==> src/rtl/parity_scheduler.sv <==
// Round-robin front end for a shared serial even-parity engine.
// The winner's word is latched and shifted out LSB-first, one bit per clock.
// The parity of the W bits is returned with a one-cycle done pulse.
//
// state | meaning
// ------+---------------------------------------------------------------
// IDLE  | wait for a request; the accepting edge grants and latches the word
// SHIFT | present shreg[0] on bit_out and fold it into the accumulator
// DONE  | word fully shifted; the edge leaving DONE publishes parity/done
module parity_scheduler #(
  parameter int NREQ = 4,
  parameter int W    = 8,
  parameter int OW   = (NREQ > 1) ? $clog2(NREQ) : 1
) (
  input  logic              clk,
  input  logic              reset,
  input  logic [NREQ-1:0]   req,
  input  logic [NREQ*W-1:0] data,
  output logic [NREQ-1:0]   gnt,
  output logic              busy,
  output logic              bit_out,
  output logic              bit_valid,
  output logic              done,
  output logic              parity,
  output logic [OW-1:0]     owner
);

  localparam int            CW      = (W > 1) ? $clog2(W) : 1;
  localparam logic [CW-1:0] LAST    = CW'(W - 1);
  localparam logic [OW-1:0] PTR_RST = OW'(NREQ - 1);

  typedef enum logic [1:0] {
    IDLE  = 2'd0,
    SHIFT = 2'd1,
    DONE  = 2'd2
  } state_t;

  state_t         state, state_nxt;
  logic [OW-1:0]  ptr, ptr_nxt;
  logic [W-1:0]   shreg, shreg_nxt;
  logic [CW-1:0]  cnt, cnt_nxt;
  logic           acc, acc_nxt;

  logic [NREQ-1:0] gnt_nxt;
  logic            busy_nxt;
  logic            bit_out_nxt;
  logic            bit_valid_nxt;
  logic            done_nxt;
  logic            parity_nxt;
  logic [OW-1:0]   owner_nxt;

  logic [W-1:0]    words [NREQ];
  logic [W-1:0]    word_sel;
  logic            found;
  logic [OW-1:0]   sel;

  // Split the flat data bus into one word per requester.
  always_comb begin
    for (int i = 0; i < NREQ; i++) begin
      words[i] = data[i*W +: W];
    end
  end

  // Round-robin search: first pending request after the pointer, wrapping.
  always_comb begin
    int            j;
    logic [OW-1:0] cand;
    j     = 0;
    cand  = '0;
    found = 1'b0;
    sel   = '0;
    for (int k = 1; k <= NREQ; k++) begin
      j = int'(ptr) + k;
      if (j >= NREQ) begin
        j = j - NREQ;
      end
      cand = OW'(j);
      if (!found && req[cand]) begin
        found = 1'b1;
        sel   = cand;
      end
    end
    word_sel = words[sel];
  end

  // State register.
  always_ff @(posedge clk or posedge reset) begin
    if (reset) begin
      state <= IDLE;
    end else begin
      state <= state_nxt;
    end
  end

  // Next-state logic and next values for every registered output and datapath register.
  always_comb begin
    state_nxt     = state;
    ptr_nxt       = ptr;
    shreg_nxt     = shreg;
    cnt_nxt       = cnt;
    acc_nxt       = acc;
    gnt_nxt       = '0;
    busy_nxt      = busy;
    bit_out_nxt   = 1'b0;
    bit_valid_nxt = 1'b0;
    done_nxt      = 1'b0;
    parity_nxt    = parity;
    owner_nxt     = owner;

    unique case (state)
      IDLE: begin
        busy_nxt = 1'b0;
        if (found) begin
          state_nxt     = SHIFT;
          gnt_nxt       = NREQ'(1) << sel;
          shreg_nxt     = word_sel;
          owner_nxt     = sel;
          ptr_nxt       = sel;
          acc_nxt       = 1'b0;
          cnt_nxt       = '0;
          busy_nxt      = 1'b1;
          // The first bit is presented in the grant cycle itself.
          bit_valid_nxt = 1'b1;
          bit_out_nxt   = word_sel[0];
        end
      end

      SHIFT: begin
        busy_nxt  = 1'b1;
        acc_nxt   = acc ^ shreg[0];
        shreg_nxt = shreg >> 1;
        cnt_nxt   = cnt + CW'(1);
        if (cnt == LAST) begin
          state_nxt = DONE;
        end else begin
          // Registered bit_out must show the bit that will be at shreg[0] next cycle.
          bit_valid_nxt = 1'b1;
          bit_out_nxt   = shreg[1];
        end
      end

      DONE: begin
        state_nxt  = IDLE;
        busy_nxt   = 1'b0;
        done_nxt   = 1'b1;
        parity_nxt = acc;
      end

      default: begin
        state_nxt = IDLE;
        busy_nxt  = 1'b0;
      end
    endcase
  end

  // Datapath and output registers.
  always_ff @(posedge clk or posedge reset) begin
    if (reset) begin
      ptr       <= PTR_RST;
      shreg     <= '0;
      cnt       <= '0;
      acc       <= 1'b0;
      gnt       <= '0;
      busy      <= 1'b0;
      bit_out   <= 1'b0;
      bit_valid <= 1'b0;
      done      <= 1'b0;
      parity    <= 1'b0;
      owner     <= '0;
    end else begin
      ptr       <= ptr_nxt;
      shreg     <= shreg_nxt;
      cnt       <= cnt_nxt;
      acc       <= acc_nxt;
      gnt       <= gnt_nxt;
      busy      <= busy_nxt;
      bit_out   <= bit_out_nxt;
      bit_valid <= bit_valid_nxt;
      done      <= done_nxt;
      parity    <= parity_nxt;
      owner     <= owner_nxt;
    end
  end

endmodule
==> config.mk <==
export PLATFORM = sky130hd
export DESIGN_NAME = parity_scheduler
export DESIGN_NICKNAME = d
export VERILOG_FILES = /design/src/rtl/parity_scheduler.sv
export SDC_FILE = /design/constraint.sdc
export NUM_CORES = 1
export LEC_CHECK = 0
export ABC_AREA = 1
export CORE_MARGIN = 4
export CORE_UTILIZATION = 43
export CTS_CLUSTER_SIZE = 20
export DETAILED_ROUTE_END_ITERATION = 6
export PLACE_DENSITY = 0.84
export SYNTH_ARGS = -nofsm -noshare
export SYNTH_HDL_FRONTEND = slang
export SYNTH_SLANG_ARGS = --single-unit
==> constraint.sdc <==
create_clock -name clk -period 1.99 [get_ports clk]
set_input_delay 0.597 -clock clk [delete_from_list [all_inputs] [get_ports clk]]
set_output_delay 0.597 -clock clk [all_outputs]
set_load 0.05 [all_outputs]
==> run summary <==
Status: complete, but fails checks
Failing checks: negative setup slack
Mux contribution to synthesized area: 0
Filler cells: 233
Die footprint: 0.004962 mm^2
First-pass GRT wire length: 8735 um
Most frequent cells in the layout: nand2_1, buf_4, nand2_2
Final hold vios: 0
Synth Register Bits: 27
Min Tclk post-route: 2.280 ns
P&R area growth vs syn: 74.10%
RD Place Congestion: 0.8097
Fin Setup TNS: -3.380 ns
Via density: 5.407
Worst-margin pin slew: 0.3604 ns
Starting Density: 0.4512
Final setup fails: 21
Worst Setup Start Kind: register
Vias in the first global route: 1940
HP Class: reg2reg
Critical path type: reg2reg
Core ar.: 0.003716 mm^2
Post-synthesis xor/xnor area fraction: 0
Number of enable flip-flop cells after synthesis: 0
Worst path max stage delay: 0.63 ns
CP Data Required Time: 2.14 ns
Post-Synthesis Cell Area: 0.001677 mm^2
Synth Area in Simple Gates: 0.4537
Critical Path Slowest Stage Cell: dfstp_2
Max Root-Sink Buffers: 2
Global route overflow: 0
TritonCTS buffer count: 3
H-tree depth: 1
RSZ-0062 raised after global routing: yes
Register area: 678.2 um^2
Nets@finish: 374
Post-route clock period utilization: 1.146
CTS tree: yes
IO Port Bufs: 48
DP HPWL: 3050 um
Drt wl/cell: 17.27 um
Chip Width: 70.44 um
First-pass detailed-route iteration total: 4
CP delay by family, top: simple AND/OR/NAND/NOR gates
Endpoint type of the worst setup path: register
Final WL: 6581 um
Inserted Diodes: 0
Final worst slack: -0.2896 ns
Async SR Flop Fraction: 1.000
Largest family of logic cells by synthesized area: simple AND/OR/NAND/NOR gates
Prevailing post-synth register cell: dfrtp_1
Share of layout cells above drive strength 1: 0.4414
Synth Area per Inst: 6.871 um^2
Row cnt: 22
Commonest non-fill, non-tap cell in the layout: nand2_1
Post-CTS Hold Buffers: 0
Post-DRT Antenna Nets: 0
CP bufs+invs: 3
Die Height: 70.44 um
Adder-Cell Fraction of Synth Area: 0.01493
Clk pin slew, worst setup/hold paths: 0.10 ns
Flop2flop setup slack: -0.29 ns
Mapped Cells: 244
Antenna violations before repair: 0
Critical Path Fanout Max: 10
Synth unique cells: 24
Area used by multi-input combinational logic: 0.001219 mm^2
Worst relative slew slack: 0.7583
DR vias: 2060
Clk sink count: 27
Worst-skew pair later-pin latency: 0.28 ns
Tot GR Track Use: 0.2168
Fmax: 438.7 MHz
Arr. time, crit path: 2.43 ns
1st-iter DRT viols: 148
Max Cap Viol: 0
Clock root buffer: clkbuf_8
Crit-path cells: buf_12 -> nand2_8 -> nand3_4 -> nand2_4 -> nor2_4 -> buf_6 -> nand2_4 -> nor3_4 -> nor2_4 -> inv_4 -> nand2_2 -> nand3_1 -> o21ai_0
Pin count of the biggest net entering global routing: 28
Slew Viols, Final: 0
Syn Nets: 284
Synth Area in Compound Gates: 0.04328
Detailed-route DRC error count: 0
YS warnings: 0
Sequential fraction of the synthesis area: 0.4045
Final Skew: 0.01227 ns
Top-Level Pins: 49
per-stage QoR:
step                      hold WS (ns)  area, um^2  setup slack (ns)  utilization  instances
after floorplan                 0.4433        1677            0.1017            -        244
after global placement          0.4660        2273           -0.4118       0.6118        352
after detailed placement        0.4658        2273           -0.4783       0.6118        352
after CTS                       0.4779        2653          -0.07586       0.7138        375
after global routing            0.5143        2919           -0.3890       0.7855        381
final                           0.4929        2919           -0.2896       0.7855        381
Yosys cell counts (2+ instances only):
master / n / area (um^2)
nand2_2: 8 / 50.05
nand3_2: 2 / 20.02
ha_1: 2 / 25.02
nor2_1: 19 / 71.32
a22o_1: 2 / 17.52
dfstp_2: 2 / 52.55
inv_2: 5 / 18.77
dfrtp_1: 25 / 625.6
nand3_1: 19 / 95.09
nand2_1: 119 / 446.7
nand4_1: 2 / 12.51
o21ai_0: 7 / 35.03
a21oi_1: 2 / 10.01
buf_6: 5 / 56.30
nor2_2: 2 / 12.51
inv_1: 14 / 52.55
o21ai_1: 2 / 10.01
what timing repair did:
item,in CTS,in global routing
resized for setup,46,63
buffers inserted,18,8
endpoints found under the setup margin,18,21
pin swaps,29,27
cloned,1,1
cell type report:
class / instances / area share
Multi-Input combinational cell: 192 / 0.4175
Clock inverter: 1 / 0.001715
Inverter: 21 / 0.03129
Tap cell: 48 / 0.02057
Clock buffer: 3 / 0.01414
Sequential cell: 27 / 0.2323
Timing Repair Buffer: 89 / 0.2825
worst paths after layout:
check / start / end / cells past startpoint
worst max-delay path: ptr[0] / bit_out / 13
worst min-delay path: cnt[0] / cnt[0] / 1
worst max register to register: ptr[0] / bit_out / 13
worst min register to register: cnt[0] / cnt[0] / 1
max in group asynchronous: reset / ptr[0] / 3
min in group asynchronous: reset / bit_valid / 3
cells by family after synthesis:
family	count (synthesis)
AO/OA/AOI/OAI	13
adder cells (fa/ha/maj)	2
buffers and inverters	26
flip-flops	27
AND/OR/NAND/NOR	176
state kept, by name, indices dropped and copies added, names as in the netlist:
name / cells
acc: 1
bit_out: 1
bit_valid: 1
busy: 1
cnt: 3
done: 1
gnt: 4
owner: 2
parity: 1
ptr: 2
shreg: 8
state: 2
layer usage:
metal | vias up | global-route usage | routed length [um]
met5 | - | 0 | 0
met4 | 0 | 0.06170 | 204
met3 | 19 | 0.03741 | 399
met2 | 101 | 0.3960 | 3549
met1 | 1003 | 0.2570 | 2427
li1 | 937 | - | -
Power is not shown: default switching activity piles up to over one toggle a cycle in this logic, so the estimate is an artifact.
